`config.mk`:
```
export PLATFORM = sky130hd
export DESIGN_NAME = id_ex_stage
export DESIGN_NICKNAME = d
export VERILOG_FILES = /design/src/rtl/id_ex_pkg.sv /design/src/rtl/alu_ctrl_dec.sv /design/src/rtl/id_ex_stage.sv
export SDC_FILE = /design/constraint.sdc
export NUM_CORES = 1
export LEC_CHECK = 0
export ABC_CLOCK_PERIOD_IN_PS = 2950
export CORE_ASPECT_RATIO = 1.25
export CORE_MARGIN = 2
export CORE_UTILIZATION = 41
export DETAILED_ROUTE_END_ITERATION = 10
export PLACE_DENSITY_LB_ADDON = 0.05
export SYNTH_ARGS = -nofsm -noshare
export SYNTH_HDL_FRONTEND = slang
export SYNTH_SLANG_ARGS = --single-unit
```
`constraint.sdc`:
```
create_clock -name clk -period 2.95 [get_ports clk]
set_clock_uncertainty 0.2 [all_clocks]
set_input_delay 0.295 -clock clk [delete_from_list [all_inputs] [get_ports clk]]
set_output_delay 0.295 -clock clk [all_outputs]
set_load 0.01 [all_outputs]
```
`src/rtl/id_ex_pkg.sv`:
```
// Shared ALU select codes, MIPS opcode/funct values and the decoded control bundle.
// Used by the decoder and the ID/EX register stage.
package id_ex_pkg;

    localparam logic [3:0] ALU_ADD  = 4'b0000;
    localparam logic [3:0] ALU_SUB  = 4'b0001;
    localparam logic [3:0] ALU_MULT = 4'b0010;
    localparam logic [3:0] ALU_DIV  = 4'b0011;
    localparam logic [3:0] ALU_AND  = 4'b0100;
    localparam logic [3:0] ALU_OR   = 4'b0101;
    localparam logic [3:0] ALU_NOR  = 4'b0110;
    localparam logic [3:0] ALU_NOP  = 4'b0111;
    localparam logic [3:0] ALU_SLT  = 4'b1001;
    localparam logic [3:0] ALU_XOR  = 4'b1010;
    localparam logic [3:0] ALU_SLTI = 4'b1011;

    localparam logic [5:0] OP_RTYPE = 6'h00;
    localparam logic [5:0] OP_BEQ   = 6'h04;
    localparam logic [5:0] OP_ADDI  = 6'h08;
    localparam logic [5:0] OP_ADDIU = 6'h09;
    localparam logic [5:0] OP_SLTI  = 6'h0A;
    localparam logic [5:0] OP_ANDI  = 6'h0C;
    localparam logic [5:0] OP_ORI   = 6'h0D;
    localparam logic [5:0] OP_XORI  = 6'h0E;
    localparam logic [5:0] OP_LW    = 6'h23;
    localparam logic [5:0] OP_SW    = 6'h2B;

    localparam logic [5:0] FN_MULT  = 6'h18;
    localparam logic [5:0] FN_DIV   = 6'h1A;
    localparam logic [5:0] FN_ADD   = 6'h20;
    localparam logic [5:0] FN_ADDU  = 6'h21;
    localparam logic [5:0] FN_SUB   = 6'h22;
    localparam logic [5:0] FN_SUBU  = 6'h23;
    localparam logic [5:0] FN_AND   = 6'h24;
    localparam logic [5:0] FN_OR    = 6'h25;
    localparam logic [5:0] FN_XOR   = 6'h26;
    localparam logic [5:0] FN_NOR   = 6'h27;
    localparam logic [5:0] FN_SLT   = 6'h2A;

    // IMM_NONE selects the rt register value as the y operand
    typedef enum logic [1:0] {
        IMM_NONE = 2'd0,
        IMM_SEXT = 2'd1,
        IMM_ZEXT = 2'd2
    } imm_mode_t;

    typedef struct packed {
        logic [3:0] alu_sel;
        imm_mode_t  imm_mode;
        logic       dest_rd;
        logic       reg_write;
        logic       mem_read;
        logic       mem_write;
        logic       illegal;
    } ctrl_t;

endpackage

```
`src/rtl/alu_ctrl_dec.sv`:
```
// Combinational MIPS decoder: instruction word -> ALU select, immediate mode, control bits.
// Zero latency; no flow control of its own.
// Backpressure: none, purely combinational.
module alu_ctrl_dec
    import id_ex_pkg::*;
(
    input  logic [31:0] instr,
    output ctrl_t       ctrl
);

    logic [5:0] opcode;
    logic [5:0] funct;

    assign opcode = instr[31:26];
    assign funct  = instr[5:0];

    always_comb begin
        ctrl          = '0;
        ctrl.alu_sel  = ALU_NOP;
        ctrl.imm_mode = IMM_NONE;
        case (opcode)
            OP_RTYPE: begin
                ctrl.dest_rd   = 1'b1;
                ctrl.reg_write = 1'b1;
                case (funct)
                    FN_ADD, FN_ADDU: ctrl.alu_sel = ALU_ADD;
                    FN_SUB, FN_SUBU: ctrl.alu_sel = ALU_SUB;
                    FN_MULT:         ctrl.alu_sel = ALU_MULT;
                    FN_DIV:          ctrl.alu_sel = ALU_DIV;
                    FN_AND:          ctrl.alu_sel = ALU_AND;
                    FN_OR:           ctrl.alu_sel = ALU_OR;
                    FN_NOR:          ctrl.alu_sel = ALU_NOR;
                    FN_SLT:          ctrl.alu_sel = ALU_SLT;
                    FN_XOR:          ctrl.alu_sel = ALU_XOR;
                    default: begin
                        ctrl.reg_write = 1'b0;
                        ctrl.illegal   = 1'b1;
                    end
                endcase
            end
            OP_ADDI, OP_ADDIU: begin
                ctrl.alu_sel = ALU_ADD;  ctrl.imm_mode = IMM_SEXT; ctrl.reg_write = 1'b1;
            end
            OP_SLTI: begin
                ctrl.alu_sel = ALU_SLTI; ctrl.imm_mode = IMM_SEXT; ctrl.reg_write = 1'b1;
            end
            OP_ANDI: begin
                ctrl.alu_sel = ALU_AND;  ctrl.imm_mode = IMM_ZEXT; ctrl.reg_write = 1'b1;
            end
            OP_ORI: begin
                ctrl.alu_sel = ALU_OR;   ctrl.imm_mode = IMM_ZEXT; ctrl.reg_write = 1'b1;
            end
            OP_XORI: begin
                ctrl.alu_sel = ALU_XOR;  ctrl.imm_mode = IMM_ZEXT; ctrl.reg_write = 1'b1;
            end
            OP_LW: begin
                ctrl.alu_sel = ALU_ADD;  ctrl.imm_mode = IMM_SEXT;
                ctrl.reg_write = 1'b1;   ctrl.mem_read = 1'b1;
            end
            OP_SW: begin
                ctrl.alu_sel = ALU_ADD;  ctrl.imm_mode = IMM_SEXT; ctrl.mem_write = 1'b1;
            end
            OP_BEQ:  ctrl.alu_sel = ALU_SUB;
            default: ctrl.illegal = 1'b1;
        endcase
    end

endmodule

```
`src/rtl/id_ex_stage.sv`:
```
// ID/EX pipeline register: decodes, selects operands and holds one bundle for the ALU.
// Latency 1 cycle; full throughput, consume and accept in one cycle swap without a bubble.
// Backpressure: in_ready = !out_valid || out_ready, gated by reset and flush. ALU_FWD_EN adds operand forwarding.
module id_ex_stage
    import id_ex_pkg::*;
#(
    parameter int DW = 32,
    parameter int RW = 5
) (
    input  logic          clk,
    input  logic          rst_n,
    input  logic          in_valid,
    output logic          in_ready,
    input  logic [31:0]   instr,
    input  logic [DW-1:0] rs_data,
    input  logic [DW-1:0] rt_data,
`ifdef ALU_FWD_EN
    input  logic          fwd_valid,
    input  logic [RW-1:0] fwd_dest,
    input  logic [DW-1:0] fwd_data,
`endif
    input  logic          flush,
    output logic          out_valid,
    input  logic          out_ready,
    output logic [3:0]    alu_sel,
    output logic [DW-1:0] op_a,
    output logic [DW-1:0] op_b,
    output logic [DW-1:0] st_data,
    output logic [RW-1:0] dest,
    output logic          reg_write,
    output logic          mem_read,
    output logic          mem_write,
    output logic          illegal
);

    ctrl_t         ctrl;
    logic [RW-1:0] rs_idx, rt_idx, rd_idx, dest_nxt;
    logic [DW-1:0] rs_val, rt_val, op_b_nxt;
    logic          accept;

    alu_ctrl_dec u_dec (
        .instr (instr),
        .ctrl  (ctrl)
    );

    assign rs_idx = RW'(instr[25:21]);
    assign rt_idx = RW'(instr[20:16]);
    assign rd_idx = RW'(instr[15:11]);

`ifdef ALU_FWD_EN
    assign rs_val = (fwd_valid && fwd_dest != '0 && fwd_dest == rs_idx) ? fwd_data : rs_data;
    assign rt_val = (fwd_valid && fwd_dest != '0 && fwd_dest == rt_idx) ? fwd_data : rt_data;
`else
    assign rs_val = rs_data;
    assign rt_val = rt_data;
`endif

    assign dest_nxt = ctrl.dest_rd ? rd_idx : rt_idx;

    always_comb begin
        op_b_nxt = rt_val;
        case (ctrl.imm_mode)
            IMM_SEXT: op_b_nxt = {{(DW-16){instr[15]}}, instr[15:0]};
            IMM_ZEXT: op_b_nxt = {{(DW-16){1'b0}}, instr[15:0]};
            default:  op_b_nxt = rt_val;
        endcase
    end

    // Flush refuses the incoming word as well as killing the held one
    assign in_ready = rst_n && !flush && (!out_valid || out_ready);
    assign accept   = in_valid && in_ready;

    always_ff @(posedge clk) begin
        if (!rst_n) begin
            out_valid <= 1'b0;
            alu_sel   <= ALU_NOP;
            op_a      <= '0;
            op_b      <= '0;
            st_data   <= '0;
            dest      <= '0;
            reg_write <= 1'b0;
            mem_read  <= 1'b0;
            mem_write <= 1'b0;
            illegal   <= 1'b0;
        end else if (flush) begin
            out_valid <= 1'b0;
        end else if (accept) begin
            out_valid <= 1'b1;
            alu_sel   <= ctrl.alu_sel;
            op_a      <= rs_val;
            op_b      <= op_b_nxt;
            st_data   <= rt_val;
            dest      <= dest_nxt;
            reg_write <= ctrl.reg_write && (dest_nxt != '0);
            mem_read  <= ctrl.mem_read;
            mem_write <= ctrl.mem_write;
            illegal   <= ctrl.illegal;
        end else if (out_ready) begin
            out_valid <= 1'b0;
        end
    end

endmodule

```
==> impl_metrics.tcl, run 1 <==
set metrics [dict create \
    setup_tns_ps 0 \
    synth_top_area_share_pct 50.2 \
    vias_per_cell 5.13 \
    die_h_um 120 \
    synth_fa_ha_area_share_pct 0.571 \
    yosys.area_share.simple_pct 23.5 \
    gp_congestion 0.865 \
    areaGrowthSynthToFinish_pct 57.5 \
    synth_compound_area_share_pct 19.7 \
    synthMuxAreaShare_pct 0.228 \
    avgRoutedWirePerCell_um 15.2 \
    initial_utilization_pct 41.7 \
    hold_path_depth 2 \
    netlist_area_um2 4390 \
    synth_top_family_by_area "simple AND/OR/NAND/NOR gates" \
    maxCapViolations 0 \
    slowest_stage "clkdlybuf4s50_1" \
    p_switching_mw 0.802 \
    min_from "st_data[11]" \
    nNetsFinal 851 \
    clk_latency_ps 350 \
    grt_max_degree 53 \
    drive_above_1_share_pct 6.12 \
    drc 0 \
    setup_ws_ps 257 \
    place_area_um2 6620 \
    ios 212 \
    r2r_cells 5 \
    endpoint_kind "flop" \
    async_flop_share_pct 0 \
    ant_nets 0 \
    reg2reg_slack_ps 1060 \
    synth.most_common_cell "nand2_1" \
    power_switching_share_pct 24.8 \
    path_max_fanout 33 \
    path_delay_family "buffers and inverters" \
    cts_inserted_buffers 9 \
    synth_xor_area_share_pct 0.399 \
    p_clk_share_pct 35.5 \
    grt_pass1_wl_um 20800 \
    path_cells "clkdlybuf4s50_1 -> nand2_1 -> nor2_1 -> a31oi_1 -> or3_1 -> ha_1 -> buf_4 -> nand3b_1 -> nand2_2 -> buf_12 -> a21oi_1 -> nor2_1" \
    relSlewSlack_pct 50.2 \
    chipWidth_um 96.5 \
    wl_um 13400 \
    ys.flop_type "dfxtp_1" \
    cts_max_level 3 \
    ys_seq_elements 110 \
    internal_power_mw 2.43 \
    cp_num_buf_inv 3 \
    synth-edff-count 0 \
    post_cts_buffers 0 \
    clkTransAtPathRegs_ps 70 \
    overflow 0 \
    clock_sinks 110 \
    cts_tree "yes" \
    status "finished clean" \
    antenna_found_initial 0 \
    period_share_pct 91.3 \
    p_leak_nw 2.47 \
    ys_seq_area_share_pct 50.2 \
    diodes 0 \
    max_freq_mhz 371 \
    rsz0062_at_grt "no" \
    synth_fp_nets 657 \
    synth.distinct_cells 46 \
    final_area_um2 6910 \
    ir_drop_uv 257 \
    finalMaxSlewViolations 0 \
    synth_cells 554 \
    dp_slack_ps -345 \
    holdPathEnd "st_data[11]" \
    p_seq_share_pct 48.6 \
    core_um2 10500 \
    dpl.hpwl_um 9690 \
    setup_viol 0 \
    synth_top_cells_by_count "147 x nand2_1, 110 x dfxtp_1, 84 x a21oi_1" \
    portBuffers 206 \
    vias 4532 \
    std_cell_rows 42 \
    dr.pass1.iters 4 \
    rr_endpoint "op_a[31]" \
    synth.area.top_cells "dfxtp_1 50%, nand2_1 13%, a21oi_1 9.6%, nor2_1 4.6%, a221oi_1 3.6%" \
    tightestPinTransition_ps 747 \
    arrival_ps 2730 \
    avgSynthCellArea_um2 7.92 \
    power.density_nw_per_um2 468 \
    hp-class "reg -> reg" \
    gr-usage-all-layers_pct 22.9 \
    p_total_mw 3.23 \
    hold_viol 0 \
    cp_common_cell "nor2_1" \
    finalCriticalPeriod_ps 2690 \
    clock_path_buffers 2 \
    r2r-start "out_valid" \
    root_buffer "clkbuf_16" \
    critPathMaxStageDelay_ps 500 \
    grt_pass1_vias 4247 \
    critical_path_class "in -> reg" \
    drtIter0Drc 208 \
    yosys_warnings 0 \
    critical_path_required_ps 2990 \
    dieArea_um2 11500 \
    start_kind "primary input" \
    synth_top_area_cell "dfxtp_1" \
    power_frac_comb_pct 15.9 \
]
per-stage QoR:
| step | instances | util, % | hold slack [ps] |
|---|---|---|---|
| floorplan | 554 | - | 216 |
| global placement | 869 | 63.0 | 241 |
| detailed placement | 869 | 63.0 | 246 |
| CTS | 884 | 65.7 | 255 |
| global route | 884 | 65.7 | 271 |
| finish | 884 | 65.7 | 254 |
state kept, by name, indices dropped and copies added (netlist names):
signal and flops:
op_a 32, mem_write 1, alu_sel 4, illegal 1
dest 5, mem_read 1, out_valid 1, op_b 32
reg_write 1, st_data 32
cells in the final DEF (no fill, tap or decap), drive strengths merged, types with 3 or more instances in the layout:
| cell type | instances |
|---|---|
| nor3 | 21 |
| nor2b | 3 |
| a311oi | 5 |
| clkinv | 3 |
| clkdlybuf4s50 | 206 |
| dfxtp | 110 |
| nor2 | 54 |
| nand3 | 3 |
| buf | 22 |
| a21oi | 84 |
| clkbuf | 10 |
| o21ai | 22 |
| inv | 5 |
| nand2 | 148 |
| nand2b | 6 |
| a221oi | 18 |
| a31oi | 4 |
worst max path at each step:
stage | startpoint | end | cells after the start
final | instr[29] | op_b[20] | 12
after global routing | instr[27] | op_b[29] | 13
after CTS | instr[29] | op_b[21] | 12
after detailed placement | instr[29] | op_b[7] | 9
after global placement | instr[27] | op_b[13] | 10
after floorplan | instr[26] | op_b[11] | 12
power by group through the flow:
stage          combinational, mW  clock, mW  sequential (mW)
2_1_floorplan              0.169          0             1.63
3_3_place_gp               0.508          0             1.60
3_5_place_dp               0.515          0             1.60
4_1_cts                    0.519       1.17             1.57
5_1_grt                    0.558       1.23             1.58
6_report                   0.514       1.15             1.57
cell families (layout without fill, tap and decap cells):
group	count (synthesis)	after routing
buffers and inverters	49	247
adder cells (fa/ha/maj)	2	2
XOR/XNOR	2	2
AND/OR/NAND/NOR	245	245
multiplexers	1	1
AO/OA/AOI/OAI	145	145
flip-flops	110	110
cell type report:
type / instances / area [um^2]
Clock inverter: 5 / 45.0
Timing Repair Buffer: 228 / 2280
Tap cell: 132 / 165
Inverter: 4 / 15.0
Fill cell: 942 / 3600
Clock buffer: 10 / 239
Multi-Input combinational cell: 395 / 1960
Sequential cell: 110 / 2200
what timing repair did:
action / in CTS / in global routing
setup endpoints to repair: 1 / 0
gates resized for setup: 1 / 0
hold endpoints to repair: 0 / 0
hold buffers: 0 / 0
worst reg2reg max path: cells and delay by family, from the launching register on:
family	cells	cell delay, ps
buffers and inverters	1	420
AND/OR/NAND/NOR	3	760
AO/OA/AOI/OAI	1	130
flip-flops	1	320
routing by layer:
layer / vias up / global-route usage [%] / routed length [um]
met5: - / 0 / 0
met4: 0 / 8.01 / 238
met3: 16 / 6.09 / 1170
met2: 157 / 38.8 / 6650
met1: 2085 / 27.5 / 5380
li1: 2274 / - / -
Power figures use the tool's default switching activity.
==> run 2, diff against run 1 <==
- CORE_UTILIZATION: 41 -> 44
- SYNTH_HIERARCHICAL: unset -> 1
==> run 2 against run 1 <==
Setup slack improved by 51 ps. Largest cell class is now multi-input combinational cells. Sequential share of layout area is 2.9 points lower. Clock-buffer cell count up 2. Critical path depth shrank 2. Critical path type unchanged. Final area grew 10%. Power increased by 5.8%. Critical endpoint is now op_b[0]. Hold slack worse by 74 ps. Combinational power up 23%.
==> impl_metrics.tcl, run 2 <==
set metrics [dict create \
    clock_sinks 110 \
    power.density_nw_per_um2 449 \
    cts_tree "yes" \
    netlist_area_um2 5220 \
    ir_drop_uv 270 \
    path_max_fanout 16 \
    tightestPinTransition_ps 545 \
    status "finished clean" \
    avgSynthCellArea_um2 8.81 \
    areaGrowthSynthToFinish_pct 45.8 \
    dieArea_um2 12800 \
    synth.most_common_cell "dfxtp_1" \
    gp_congestion 0.838 \
    vias_per_cell 6.15 \
    dpl.hpwl_um 11800 \
    synth_top_cells_by_count "110 x dfxtp_1, 88 x a21oi_1, 68 x nand4_1, 68 x o31ai_1, 41 x a31oi_1" \
    root_buffer "clkbuf_16" \
    diodes 0 \
    dr.pass1.iters 5 \
    post_cts_buffers 0 \
    p_seq_share_pct 46.0 \
    finalCriticalPeriod_ps 2640 \
    overflow 0 \
    yosys_warnings 6 \
    rsz0062_at_grt "no" \
    clkTransAtPathRegs_ps 70 \
    max_freq_mhz 379 \
    async_flop_share_pct 0 \
    endpoint_kind "flop" \
    ys_seq_elements 110 \
    finalMaxSlewViolations 0 \
    gr-usage-all-layers_pct 26.8 \
    arrival_ps 2700 \
    nFillCells 1005 \
    synth_cells 592 \
    grt_pass1_vias 5430 \
    die_h_um 126 \
    ys.flop_type "dfxtp_1" \
    core_um2 11600 \
    internal_power_mw 2.52 \
    initial_utilization_pct 44.9 \
    chipWidth_um 101 \
    clk_latency_ps 340 \
    maxCapViolations 0 \
    wl_um 17600 \
    p_switching_mw 0.896 \
    nNetsFinal 850 \
    p_clk_share_pct 35.6 \
    setup_tns_ps 0 \
    p_total_mw 3.42 \
    vias 5617 \
    grt_max_degree 65 \
    std_cell_rows 44 \
    grt_pass1_wl_um 27600 \
    start_kind "primary input" \
    synth-edff-count 0 \
    layout_commonest_cell "clkdlybuf4s50_1" \
    cts_max_level 3 \
    ant_nets 0 \
    synth_top_area_cell "dfxtp_1" \
    power_frac_comb_pct 18.4 \
    synth_fp_nets 695 \
    ys_seq_area_share_pct 42.2 \
    setup_viol 0 \
    critical_path_class "in -> reg" \
    hold_viol 0 \
    synth.area.top_cells "dfxtp_1 42%, o31ai_1 9.8%, a21oi_1 8.4%, nand4_1 8.2%, a211oi_1 5.5%" \
    ctsResizeCount 0 \
    ios 212 \
    antenna_found_initial 0 \
    multi_input_area_um2 2560 \
    cts_inserted_buffers 9 \
    avgRoutedWirePerCell_um 19.3 \
    period_share_pct 89.6 \
    register_area_um2 2200 \
    power_switching_share_pct 26.2 \
    drtIter0Drc 331 \
    critical_path_required_ps 3010 \
    hp-class "in -> reg" \
    drc 0 \
    relSlewSlack_pct 63.6 \
    p_leak_nw 2.50 \
    postCtsHoldBufs 0 \
    layout_common_cells "205 x clkdlybuf4s50_1, 110 x dfxtp_1, 88 x a21oi_1" \
    top_regs "op_a (32), op_b (32), st_data (32)" \
    drive_above_1_share_pct 6.52 \
    clock_path_buffers 2 \
    portBuffers 206 \
    synth_top_area_share_pct 42.2 \
    synth.distinct_cells 49 \
]
## run 2: cell count changes after synthesis, moves of 16 or more
cell	previous run	this run
nor3_1	20	3
a211oi_1	0	38
a31oi_1	4	41
nand2_1	147	4
o31ai_1	1	68
o21ai_0	21	5
buf_2	15	32
a221oi_1	18	1
nor2_1	54	9
nand4_1	0	68
## run 2: path summary, 6_finish.rpt
check                 start  endpoint  slack (ps)  cells past startpoint
hold reg to reg    op_a[25]  op_a[25]         270                      2
setup reg to reg  out_valid  op_b[17]        1020                      5
setup / recovery  instr[26]   op_b[0]         310                     10
hold / removal     in_valid  op_a[18]         180                      3
## run 2: kinds of logic after synthesis
group           synth area share (%)
compound gates                  33.9
flops                           42.2
simple gates                    12.8
buf+inv                         9.26
mux                            0.959
xor+xnor                       0.336
fa+ha+maj                      0.480
## run 2: cell type report
type	count	area share, %
multi-input cells	389	33.6
repair buffers	230	30.6
flip-flops and latches	110	28.9
clock buffers	12	3.11
well taps	161	2.65
clock inverters	4	0.724
inverters	7	0.362
## run 2: per-stage QoR
stage	cells	hold WS [ps]	cell area [um^2]	worst slack (ps)	utilization [%]
finish	913	180	7610	308	65.5
detailed placement	897	260	7320	27.2	63.0
global placement	897	253	7320	151	63.0
floorplan	592	171	5220	669	-
CTS	913	181	7610	370	65.5
global route	913	196	7610	174	65.5
## run 2: worst max-delay path, stage by stage
cell	delay, ps
clkdlybuf4s50_1	510
nand2_1	130
nand3b_1	110
a211oi_1	420
inv_1	90
ha_1	350
o21ba_1	290
buf_12	160
a22oi_1	80
a211oi_1	250
## run 2: power groups by stage
stage	Sequential (mW)	Combinational (mW)	Clock [mW]
after floorplan	1.63	0.266	0
after global placement	1.60	0.614	0
after detailed placement	1.61	0.625	0
after CTS	1.57	0.628	1.24
after global routing	1.58	0.676	1.30
final	1.57	0.630	1.22
## run 2: layer usage
layer  GRT usage, %  up-vias  share of wire (%)
li1               -     2651                  -
met1           33.0     2704                 41
met2           44.3      229                 49
met3           7.38       33                7.3
met4           10.1        0                2.6
met5              0        -                  0
==> run 3, diff against run 2 <==
- RECOVER_POWER: unset -> 100
==> run 3 against run 2 <==
Die area unchanged. Sequential cell count unchanged. Clock-buffer cell count unchanged. Clock power about the same. Global-route usage unchanged. Critical endpoint is now op_b[23]. Largest power group unchanged.
==> impl_metrics.tcl, run 3 (synthesized netlist as in run 2, its figures left out) <==
set metrics [dict create \
    portBuffers 206 \
    power.density_nw_per_um2 448 \
    cts_tree "yes" \
    finalCriticalPeriod_ps 2690 \
    setup_tns_ps 0 \
    path_cells "dlygate4sd3_1 -> nand2_1 -> nand3b_1 -> a211oi_1 -> inv_1 -> ha_1 -> and3b_1 -> buf_12 -> a21oi_1 -> a211oi_1" \
    drtIter0Drc 343 \
    maxCapViolations 0 \
    std_cell_rows 44 \
    dieArea_um2 12800 \
    period_share_pct 91.1 \
    nNetsFinal 850 \
    drc 0 \
    arrival_ps 2740 \
    cts_inserted_buffers 9 \
    path_delay_family "buffers and inverters" \
    wl_um 17700 \
    clkTransAtPathRegs_ps 70 \
    diodes 0 \
    antenna_found_initial 0 \
    ctsResizeCount 0 \
    dp_cells 897 \
    dpl.hpwl_um 11800 \
    post_cts_buffers 0 \
    clock_sinks 110 \
    rsz0062_at_grt "no" \
    drive_above_1_share_pct 6.12 \
    top_regs "op_a (32), op_b (32), st_data (32)" \
    tightestPinTransition_ps 1020 \
    layout_commonest_cell "dlygate4sd3_1" \
    cp_common_cell "a211oi_1" \
    postCtsHoldBufs 0 \
    critical_path_required_ps 3000 \
    final-instance-count-excl-fill 913 \
    hold_viol 0 \
    endpoint_kind "flop" \
    core_um2 11600 \
    hp-class "in -> reg" \
    avgRoutedWirePerCell_um 19.4 \
    critPathMaxStageDelay_ps 590 \
    initial_utilization_pct 44.9 \
    slowest_stage "dlygate4sd3_1" \
    p_leak_nw 2.82 \
    setup_viol 0 \
    vias_per_cell 6.16 \
    cts_max_level 3 \
    overflow 0 \
    root_buffer "clkbuf_16" \
    die_h_um 126 \
    grt_pass1_vias 5430 \
    finalMaxSlewViolations 0 \
    gp_congestion 0.838 \
    ios 212 \
    chipWidth_um 101 \
    final_core_util_pct 65.3 \
    cp_num_buf_inv 3 \
    grt_max_degree 65 \
    gr-usage-all-layers_pct 26.8 \
    clock_path_buffers 2 \
    ant_nets 0 \
    grt_pass1_wl_um 27600 \
    ir_drop_uv 266 \
    status "finished clean" \
    path_max_fanout 16 \
    relSlewSlack_pct 31.8 \
    critical_path_class "in -> reg" \
    layout_common_cells "114 x dlygate4sd3_1, 110 x dfxtp_1, 91 x clkdlybuf4s50_1" \
    vias 5622 \
    max_freq_mhz 372 \
    dr.pass1.iters 5 \
    clk_latency_ps 340 \
    start_kind "primary input" \
    areaGrowthSynthToFinish_pct 45.3 \
]
[run 3: cell types whose count changed in the layout (fill, tap and decap cells not counted), sizes merged]
cell           before  now
clkbuf             12   17
buf                25   20
clkdlybuf4s50     205   91
dlygate4sd3         0  114
[run 3: power breakdown]
group          switching [mW]  internal (mW)  total, mW
sequential             0.0270           1.54       1.57
combinational           0.314          0.292      0.606
clock                   0.555          0.665       1.22
total                   0.895           2.50       3.39
[run 3: cell type report]
type	instances	area [um^2]
timing repair buffer	230	2310
inverter	7	27.5
multi-input combinational	389	2540
clock inverter	4	55.1
fill	1012	4040
clock buffer	12	236
tap	161	201
sequential	110	2200
[run 3: metal layers]
layer / routed length, um / GRT usage, %
met3: 1390 / 7.38
met2: 8560 / 44.3
met5: 0 / 0
met4: 467 / 10.1
met1: 7260 / 33.0
[run 3: worst min-delay path: stages]
cell and delay, ps:
buf_4 210, nand4_1 120, a21oi_1 50
[run 3: path summary, 6_finish.rpt]
check | start | end | slack (ps) | depth (start not counted)
setup / recovery | instr[27] | op_b[23] | 260 | 10
hold / removal | in_valid | op_a[20] | 180 | 3
setup reg to reg | out_valid | dest[2] | 630 | 4
hold reg to reg | op_a[25] | op_a[25] | 260 | 2
[run 3: per-stage QoR]
stage          hold slack, ps  power, mW  worst slack (ps)  instance area, um^2
2_1_floorplan             171       1.90               669                 5220
3_3_place_gp              253       2.22               151                 7320
3_5_place_dp              260       2.23              27.2                 7320
4_1_cts                   181       3.44               370                 7610
5_1_grt                   196       3.53              91.8                 7580
6_report                  183       3.39               262                 7580
